### config.mk
export PLATFORM = sky130hd
export DESIGN_NAME = instr_fetch
export DESIGN_NICKNAME = d
export VERILOG_FILES = /design/src/rtl/elvm_cpu_pkg.sv /design/src/rtl/insn_unpack.sv /design/src/rtl/instr_fetch.sv
export SDC_FILE = /design/constraint.sdc
export NUM_CORES = 1
export LEC_CHECK = 0
export CELL_PAD_IN_SITES_DETAIL_PLACEMENT = 0
export CELL_PAD_IN_SITES_GLOBAL_PLACEMENT = 1
export CORE_MARGIN = 4
export CORE_UTILIZATION = 35
export DETAILED_ROUTE_END_ITERATION = 16
export GPL_TIMING_DRIVEN = 1
export PLACE_DENSITY = 0.92
export SLEW_MARGIN = 40
export SYNTH_ARGS = -nofsm -noshare
export SYNTH_HDL_FRONTEND = slang
export SYNTH_SLANG_ARGS = --single-unit
### constraint.sdc
create_clock -name clk -period 3.3 [get_ports clk]
set_input_delay 0.66 -clock clk [delete_from_list [all_inputs] [get_ports clk]]
set_output_delay 0.66 -clock clk [all_outputs]
set_load 0.005 [all_outputs]
### src/rtl/elvm_cpu_pkg.sv
// Shared definitions for the ELVM-style CPU: widths, instruction field layout,
// opcode and register index constants, fetch FSM state and decoded word type.
package elvm_cpu_pkg;

  // Address and word geometry
  localparam int ADDR_W = 8;
  localparam int INSN_W = 37;
  localparam logic [ADDR_W-1:0] RESET_PC = '0;

  // Instruction field layout: {imm_sel, opcode, dst, src, rsvd, imm}
  localparam int IMM_SEL_BIT = 36;
  localparam int OPC_HI      = 35;
  localparam int OPC_LO      = 31;
  localparam int DST_HI      = 30;
  localparam int DST_LO      = 28;
  localparam int SRC_HI      = 27;
  localparam int SRC_LO      = 25;
  localparam int RSVD_BIT    = 24;
  localparam int IMM_HI      = 23;
  localparam int IMM_LO      = 0;

  localparam int OPC_W = OPC_HI - OPC_LO + 1;
  localparam int REG_W = DST_HI - DST_LO + 1;
  localparam int IMM_W = IMM_HI - IMM_LO + 1;

  // Opcodes
  localparam logic [OPC_W-1:0] OP_ADD  = 5'b00001;
  localparam logic [OPC_W-1:0] OP_PUTC = 5'b00101;
  localparam logic [OPC_W-1:0] OP_EXIT = 5'b00111;

  // Register indices
  localparam logic [REG_W-1:0] REG_A  = 3'd0;
  localparam logic [REG_W-1:0] REG_B  = 3'd1;
  localparam logic [REG_W-1:0] REG_C  = 3'd2;
  localparam logic [REG_W-1:0] REG_D  = 3'd3;
  localparam logic [REG_W-1:0] REG_BP = 3'd4;
  localparam logic [REG_W-1:0] REG_SP = 3'd5;

  // Fetch FSM
  typedef enum logic {
    S_RUN  = 1'b0,
    S_HALT = 1'b1
  } fetch_state_t;

  // Decoded instruction fields
  typedef struct packed {
    logic             imm_sel;
    logic [OPC_W-1:0] opcode;
    logic [REG_W-1:0] dst;
    logic [REG_W-1:0] src;
    logic [IMM_W-1:0] imm;
  } insn_t;

endpackage

### src/rtl/insn_unpack.sv
// Splits a raw instruction word into its decoded fields.
// Purely combinational, zero latency; the reserved bit is dropped.
module insn_unpack
  import elvm_cpu_pkg::*;
(
  input  logic [INSN_W-1:0] i_word,
  output insn_t             o_insn
);

  logic w_unused_rsvd;

  // Field extraction by fixed bit positions
  always_comb begin
    o_insn         = '0;
    o_insn.imm_sel = i_word[IMM_SEL_BIT];
    o_insn.opcode  = i_word[OPC_HI:OPC_LO];
    o_insn.dst     = i_word[DST_HI:DST_LO];
    o_insn.src     = i_word[SRC_HI:SRC_LO];
    o_insn.imm     = i_word[IMM_HI:IMM_LO];
  end

  // Reserved bit carries no meaning today
  assign w_unused_rsvd = i_word[RSVD_BIT];

endmodule

### src/rtl/instr_fetch.sv
// Fetch stage: owns the PC, drives the ROM address, registers the decoded word.
// Latency: word presented one cycle after its address is driven; 1 insn/cycle.
// Backpressure: out_valid & !out_ready holds PC and output register stable.
module instr_fetch
  import elvm_cpu_pkg::*;
(
  input  logic              clk,
  input  logic              rst,
  output logic [ADDR_W-1:0] rom_addr,
  input  logic [INSN_W-1:0] rom_data,
  input  logic              redirect_valid,
  input  logic [ADDR_W-1:0] redirect_pc,
  output logic              out_valid,
  input  logic              out_ready,
  output logic [ADDR_W-1:0] out_pc,
  output logic              out_imm_sel,
  output logic [OPC_W-1:0]  out_opcode,
  output logic [REG_W-1:0]  out_dst,
  output logic [REG_W-1:0]  out_src,
  output logic [IMM_W-1:0]  out_imm,
  output logic              halted,
  output logic [31:0]       insn_count
);

  fetch_state_t      r_state;
  fetch_state_t      w_state_nxt;
  logic [ADDR_W-1:0] r_pc;
  logic              r_out_valid;
  logic [ADDR_W-1:0] r_out_pc;
  insn_t             r_out;
  logic [31:0]       r_insn_count;

  insn_t             w_insn;
  logic              w_can_load;
  logic              w_load;
  logic              w_accept;
  logic              w_is_exit;

  insn_unpack u_unpack (
    .i_word (rom_data),
    .o_insn (w_insn)
  );

  // Output register is free when empty or being drained this cycle
  assign w_can_load = !r_out_valid || out_ready;
  // Redirect outranks a capture; nothing is fetched while halted
  assign w_load     = (r_state == S_RUN) && !redirect_valid && w_can_load;
  assign w_accept   = r_out_valid && out_ready;
  assign w_is_exit  = (w_insn.opcode == OP_EXIT);

  // FSM state register
  always_ff @(posedge clk) begin
    if (rst) r_state <= S_RUN;
    else     r_state <= w_state_nxt;
  end

  // FSM next state: redirect always resumes, capturing EXIT stops fetch
  always_comb begin
    w_state_nxt = r_state;
    if (redirect_valid)            w_state_nxt = S_RUN;
    else if (w_load && w_is_exit)  w_state_nxt = S_HALT;
  end

  // FSM outputs
  always_comb begin
    halted = (r_state == S_HALT);
  end

  // Program counter: redirect target, else advance on each capture (wraps)
  always_ff @(posedge clk) begin
    if (rst)                 r_pc <= RESET_PC;
    else if (redirect_valid) r_pc <= redirect_pc;
    else if (w_load)         r_pc <= r_pc + 1'b1;
  end

  // Output register: flushed by redirect, filled on capture, drained on accept
  always_ff @(posedge clk) begin
    if (rst) begin
      r_out_valid <= 1'b0;
      r_out_pc    <= '0;
      r_out       <= '0;
    end else if (redirect_valid) begin
      r_out_valid <= 1'b0;
    end else if (w_load) begin
      r_out_valid <= 1'b1;
      r_out_pc    <= r_pc;
      r_out       <= w_insn;
    end else if (w_accept) begin
      r_out_valid <= 1'b0;
    end
  end

  // Accepted-handshake counter, counts even when a redirect lands alongside
  always_ff @(posedge clk) begin
    if (rst)           r_insn_count <= '0;
    else if (w_accept) r_insn_count <= r_insn_count + 32'd1;
  end

  assign rom_addr    = r_pc;
  assign out_valid   = r_out_valid;
  assign out_pc      = r_out_pc;
  assign out_imm_sel = r_out.imm_sel;
  assign out_opcode  = r_out.opcode;
  assign out_dst     = r_out.dst;
  assign out_src     = r_out.src;
  assign out_imm     = r_out.imm;
  assign insn_count  = r_insn_count;

endmodule

==> flow_metrics.env, run 1 <==
export IMPL_r2r_start="insn_count[4]"
export IMPL_rsz0062_at_grt="no"
export IMPL_drtPass1Iterations=4
export IMPL_cts_setup_buffers=0
export IMPL_synth_seq_cells=86
export IMPL_hold_class="reg2reg"
export IMPL_post_cts_resized=0
export IMPL_drv_cap=0
export IMPL_clk_path_buf_depth=2
export IMPL_cts_buffers=9
export IMPL_drv_slew=0
export IMPL_synth_top_area_frac=0.481
export IMPL_ios=135
export IMPL_diodes=0
export IMPL_ys_seq_area_frac=0.481
export IMPL_start_util=0.363
export IMPL_antenna_found_initial=0
export IMPL_slew_headroom=0.606
export IMPL_hold_viol_final=0
export IMPL_met1_length_um=3820
export IMPL_status="completed"
export IMPL_power_leakage_nw=1.91
export IMPL_regToRegSetupSlack_ns=1.08
export IMPL_rr_worst_depth=4
export IMPL_cts_root_buf="clkbuf_8"
export IMPL_area_delta_synth_final_pct=46.9
export IMPL_setup_viol=0
export IMPL_drive_above_1_share=0.0602
export IMPL_layout_nets=561
export IMPL_ir_drop_mv=0.242
export IMPL_clk_latency_ns=0.35
export IMPL_fmax_ghz=0.418
export IMPL_min_delay_start="insn_count[22]"
export IMPL_worst_pin_slew_ns=0.582
export IMPL_vias_per_cell=5.01
export IMPL_coreArea_um2=9860
export IMPL_fin_setup_tns_ns=0
export IMPL_place_congestion=0.754
export IMPL_wl_um=9220
export IMPL_grt_pass1_vias=3123
export IMPL_grt_pass1_wl_um=15000
export IMPL_clock_sinks=86
export IMPL_ant_nets=0
export IMPL_power_mw=2.13
export IMPL_via_count=3244
export IMPL_gr_total_overflow=0
export IMPL_fin_skew_ns=0.0108
export IMPL_cp_max_fo=7
export IMPL_whs_path_depth=2
export IMPL_dp_hpwl_um=6820
export IMPL_synth_xor_area_share=0.0367
export IMPL_finalCritPeriodShare=0.724
export IMPL_synth_area_um2=3580
export IMPL_clkTransAtPathRegs_ns=0.09
export IMPL_synthSimpleGateAreaFrac=0.220
export IMPL_grt_start_max_net_pins=45
export IMPL_netlist_top_cells_area="dfxtp_1 48%, mux2i_1 12%, nor2_1 7.3%"
export IMPL_holdPathEnd="insn_count[22]"
export IMPL_yosys_warnings=0
export IMPL_worst_setup_path_end_kind="flip-flop"
export IMPL_die_h_um=109
export IMPL_drt_iter0_drc=119
export IMPL_min_period_ns=2.39
export IMPL_wl_met3_um=727
export IMPL_grt_usage=0.157
export IMPL_cp_required_ns=3.56
export IMPL_netlist_instances=385
export IMPL_io_buffers=133
export IMPL_topRoutingLayerUsed="met4"
export IMPL_rows=36
export IMPL_tritoncts="yes"
export IMPL_power_density_nw_per_um2=405
export IMPL_dieArea_um2=11900
export IMPL_arrival_ns=2.65
export IMPL_cts_hold_buf=0
export IMPL_h_tree_depth=3
export IMPL_die_x_um=109
export IMPL_synth_area_per_cell_um2=9.30
export IMPL_synth_top_family_by_area="simple AND/OR/NAND/NOR gates"
export IMPL_synth_compound_area_frac=0.0793
export IMPL_yosysTopAreaCell="dfxtp_1"
export IMPL_ys_types=34
export IMPL_post_drt_wl_per_cell_um=14.2
export IMPL_startpoint_type="input pin"
export IMPL_synth_fa_ha_area_frac=0.00699
export IMPL_wl_met2_um=4550
export IMPL_remaining_drc_errors=0
export IMPL_r2r_end="insn_count[31]"
export IMPL_synthMuxAreaShare=0.139
export IMPL_critPathKind="in2reg"
export IMPL_synth_nets=436
export IMPL_nFillCells=887
worst max path at each step:
stage | slack, ns | depth (start not counted) | endpoint | startpoint
after floorplan | 1.22 | 6 | insn_count[27] | out_ready
after global placement | 0.59 | 5 | insn_count[29] | out_ready
after detailed placement | 0.54 | 5 | rom_addr[7] | out_ready
after CTS | 0.91 | 5 | rom_addr[7] | out_ready
after global routing | 0.74 | 5 | insn_count[29] | out_ready
final | 0.91 | 5 | rom_addr[7] | out_ready
critical path, cell delays in order:
cell	delay, ns
clkdlybuf4s50_1	0.60
nor2b_1	0.18
or3_1	0.45
or4_1	0.49
a311oi_1	0.25
report_power, final:
part	leakage, nW	internal [mW]	switching (mW)
logic	1.10	0.171	0.101
registers	0.703	1.08	0.0307
clock network	0.105	0.359	0.389
total	1.91	1.61	0.521
routing by layer:
| layer | vias to the layer above | global-route usage |
|---|---|---|
| met5 | - | 0 |
| met4 | 0 | 0.0487 |
| met3 | 13 | 0.0598 |
| met2 | 96 | 0.270 |
| met1 | 1523 | 0.179 |
| li1 | 1612 | - |
sequential cells by signal, indices dropped and copies added, names as in the netlist:
| name | count |
|---|---|
| out_src | 3 |
| out_opcode | 5 |
| out_valid | 1 |
| out_pc | 8 |
| out_imm_sel | 1 |
| halted | 1 |
| rom_addr | 8 |
| insn_count | 32 |
| out_imm | 24 |
| out_dst | 3 |
cells in the final DEF (no fill, tap or decap), types with 2 or more instances in the layout:
cell               n
a211oi_1           4
a21oi_1           17
a311oi_1           4
and4_1             3
buf_12             2
buf_4              2
clkbuf_8           9
clkdlybuf4s50_1  132
clkinv_4           2
dfxtp_1           86
ha_1               2
inv_1              8
inv_6              3
mux2_1             4
mux2i_1           44
nand2_1           18
nand3_1           10
nand4_1            6
nand4_2            2
nor2_1            70
nor2b_1            7
nor3_1             6
nor4_1             9
o21ai_0            4
o31ai_1           14
or2_2              3
or3_1              4
or4_1             13
xnor2_1           12
xor2_1             3
cell usage after synthesis, drive strengths merged:
cell type  instances
and4               3
mux2i             44
inv                8
o21ai              4
clkbuf            18
mux2               5
nor3b              1
dfxtp             86
or4               14
o31ai             14
nor4b              1
or3                4
ha                 2
or2                3
nor2b              7
xor2               3
xnor2             12
nor4               9
nand3b             1
a311oi             4
nor2              70
a211oi             4
and3               1
nand2             18
nor3               7
nand4              8
a21oi             17
nand3             10
buf                6
a31o               1
per-stage QoR:
step           cells   util  cell area [um^2]  setup WS, ns  hold WS, ns
3_5_place_dp     632  0.513              5060         0.543        0.486
2_1_floorplan    385      -              3580          1.22        0.477
5_1_grt          648  0.533              5260         0.738        0.529
6_report         648  0.533              5260         0.910        0.499
4_1_cts          648  0.533              5260         0.911        0.505
3_3_place_gp     631  0.510              5030         0.588        0.472
layout make-up:
cell class              instances  area, um^2  area share
well taps                     133         166      0.0316
clock buffers                   9         124      0.0236
multi-input cells             267        1730       0.329
clock inverters                 7        78.8      0.0150
inverters                       8        30.0     0.00571
flip-flops and latches         86        1720       0.327
repair buffers                138        1410       0.268
cells by family (layout without fill, tap and decap cells):
| family | after synthesis | in the layout |
|---|---|---|
| flip-flops | 86 | 86 |
| AND/OR/NAND/NOR | 157 | 157 |
| adder cells (fa/ha/maj) | 2 | 2 |
| buffers and inverters | 32 | 162 |
| XOR/XNOR | 15 | 15 |
| multiplexers | 49 | 49 |
| AO/OA/AOI/OAI | 44 | 44 |
No activity file was read; power rests on OpenSTA's default activity.
==> inputs of run 2 (changes only) <==
--- a/config.mk
+++ b/config.mk
@@ -8,10 +8,10 @@
 export CELL_PAD_IN_SITES_DETAIL_PLACEMENT = 0
 export CELL_PAD_IN_SITES_GLOBAL_PLACEMENT = 1
 export CORE_MARGIN = 4
-export CORE_UTILIZATION = 35
+export CORE_UTILIZATION = 32
 export DETAILED_ROUTE_END_ITERATION = 16
 export GPL_TIMING_DRIVEN = 1
-export PLACE_DENSITY = 0.92
+export PLACE_DENSITY = 0.85
 export SLEW_MARGIN = 40
 export SYNTH_ARGS = -nofsm -noshare
 export SYNTH_HDL_FRONTEND = slang
==> constraint.sdc (replaced) <==
create_clock -name clk -period 2.5 [get_ports clk]
set_input_delay 0.5 -clock clk [delete_from_list [all_inputs] [get_ports clk]]
set_output_delay 0.5 -clock clk [all_outputs]
set_load 0.005 [all_outputs]
==> run 2 against run 1 <==
Net effect:
- routed wire length decreased by 0.26%
- first-iteration DRC count increased by 63%
- final cell count grew 2.2%
==> flow_metrics.env, run 2 (synthesized netlist as in run 1, its figures left out) <==
export IMPL_status="completed"
export IMPL_drv_cap=0
export IMPL_worst_pin_slew_ns=0.543
export IMPL_wl_um=9200
export IMPL_min_period_ns=2.18
export IMPL_drive_above_1_share=0.0690
export IMPL_via_count=3264
export IMPL_remaining_drc_errors=0
export IMPL_layout_commonest_cell="clkdlybuf4s50_1"
export IMPL_hold_viol_final=0
export IMPL_clock_sinks=86
export IMPL_grt_pass1_wl_um=15800
export IMPL_place_congestion=0.730
export IMPL_seq_area_um2=1720
export IMPL_tritoncts="yes"
export IMPL_drtPass1Iterations=4
export IMPL_whs_path_depth=2
export IMPL_area_delta_synth_final_pct=47.7
export IMPL_worst_setup_path_end_kind="flip-flop"
export IMPL_critPathKind="reg2reg"
export IMPL_antenna_found_initial=0
export IMPL_layout_nets=568
export IMPL_start_util=0.329
export IMPL_nFillCells=1070
export IMPL_final_cell_mix="132 x clkdlybuf4s50_1, 86 x dfxtp_1, 70 x nor2_1, 44 x mux2i_1, 18 x nand2_1"
export IMPL_place_ws_ns=0.182
export IMPL_clk_path_buf_depth=2
export IMPL_r2r_start="insn_count[4]"
export IMPL_h_tree_depth=3
export IMPL_drv_slew=0
export IMPL_dpl_cell_area_um2=5100
export IMPL_multi_input_area_um2=1730
export IMPL_dp_hpwl_um=6580
export IMPL_setup_viol=0
export IMPL_finalCritPeriodShare=0.870
export IMPL_dieArea_um2=12900
export IMPL_diodes=0
export IMPL_ir_drop_mv=0.266
export IMPL_startpoint_type="flip-flop"
export IMPL_ios=135
export IMPL_arrival_ns=2.41
export IMPL_fin_setup_tns_ns=0
export IMPL_rows=38
export IMPL_cts_buffers=9
export IMPL_coreArea_um2=10900
export IMPL_grt_usage=0.147
export IMPL_post_drt_wl_per_cell_um=13.9
export IMPL_clk_latency_ns=0.34
export IMPL_holdPathEnd="out_imm[4]"
export IMPL_die_x_um=114
export IMPL_vias_per_cell=4.93
export IMPL_r2r_end="insn_count[31]"
export IMPL_rr_worst_depth=4
export IMPL_die_h_um=114
export IMPL_regToRegSetupSlack_ns=0.32
export IMPL_power_leakage_nw=1.92
export IMPL_gr_total_overflow=0
export IMPL_final_cell_area_um2=5290
export IMPL_post_cts_resized=0
export IMPL_holdWs_ns=0.499
export IMPL_place_inst=646
export IMPL_grt_pass1_vias=3210
export IMPL_cts_root_buf="clkbuf_8"
export IMPL_cp_required_ns=2.73
export IMPL_fin_skew_ns=0.0122
export IMPL_fmax_ghz=0.460
export IMPL_io_buffers=133
export IMPL_cts_hold_buf=0
export IMPL_hold_class="reg2reg"
export IMPL_cp_max_fo=29
export IMPL_ant_nets=0
export IMPL_rsz0062_at_grt="no"
export IMPL_largest_reg_flops=32
export IMPL_drt_iter0_drc=194
export IMPL_cts_setup_buffers=0
export IMPL_power_density_nw_per_um2=526
export IMPL_clkTransAtPathRegs_ns=0.09
export IMPL_grt_start_max_net_pins=56
export IMPL_min_delay_start="out_imm[4]"
export IMPL_fin_cells=662
export IMPL_slew_headroom=0.638
export IMPL_fin_ws_ns=0.325
[run 2: changes by cell type in the layout (fill, tap and decap cells not counted)]
cell        before  now
buf_16           1    0
buf_4            2   10
clkbuf_1         0    2
clkinvlp_4       0    1
inv_6            3    0
[run 2: through the flow]
stage,util,power [mW]
global placement,0.468,1.85
detailed placement,0.468,1.86
global route,0.486,2.93
finish,0.486,2.78
CTS,0.486,2.84
floorplan,-,1.63
[run 2: final cells by class]
cell class,instances,share of cell area
Multi-Input combinational cell,267,0.327
Sequential cell,86,0.326
Timing Repair Buffer,145,0.273
Tap cell,140,0.0331
Clock buffer,11,0.0248
Clock inverter,5,0.0114
Inverter,8,0.00568
[run 2: worst max-delay path by stage]
stage | from | endpoint | slack (ns)
6_report | insn_count[4] | insn_count[31] | 0.32
5_1_grt | insn_count[6] | insn_count[29] | 0.15
4_1_cts | insn_count[4] | insn_count[31] | 0.33
3_5_place_dp | out_ready | insn_count[29] | 0.18
3_3_place_gp | out_ready | insn_count[29] | 0.20
2_1_floorplan | insn_count[8] | insn_count[27] | 0.49
[run 2: routing by layer]
metal | global-route usage | vias up | wire (um)
met3 | 0.0525 | 14 | 586
met1 | 0.185 | 1538 | 4000
met4 | 0.0361 | 0 | 148
li1 | - | 1624 | -
met5 | 0 | - | 0
met2 | 0.243 | 88 | 4460
[run 2: worst max-delay path: stages, from the launching register on]
cell and delay (ns):
dfxtp_1 0.43, nand4_2 0.22, or4_4 0.69, nor4_1 0.37
mux2_1 0.35
[run 2: where the power goes]
group | total (mW) | internal, mW | leakage [nW] | switching (mW)
sequential | 1.46 | 1.42 | 0.703 | 0.0378
combinational | 0.358 | 0.225 | 1.12 | 0.133
clock | 0.963 | 0.465 | 0.0935 | 0.498
total | 2.78 | 2.11 | 1.92 | 0.669
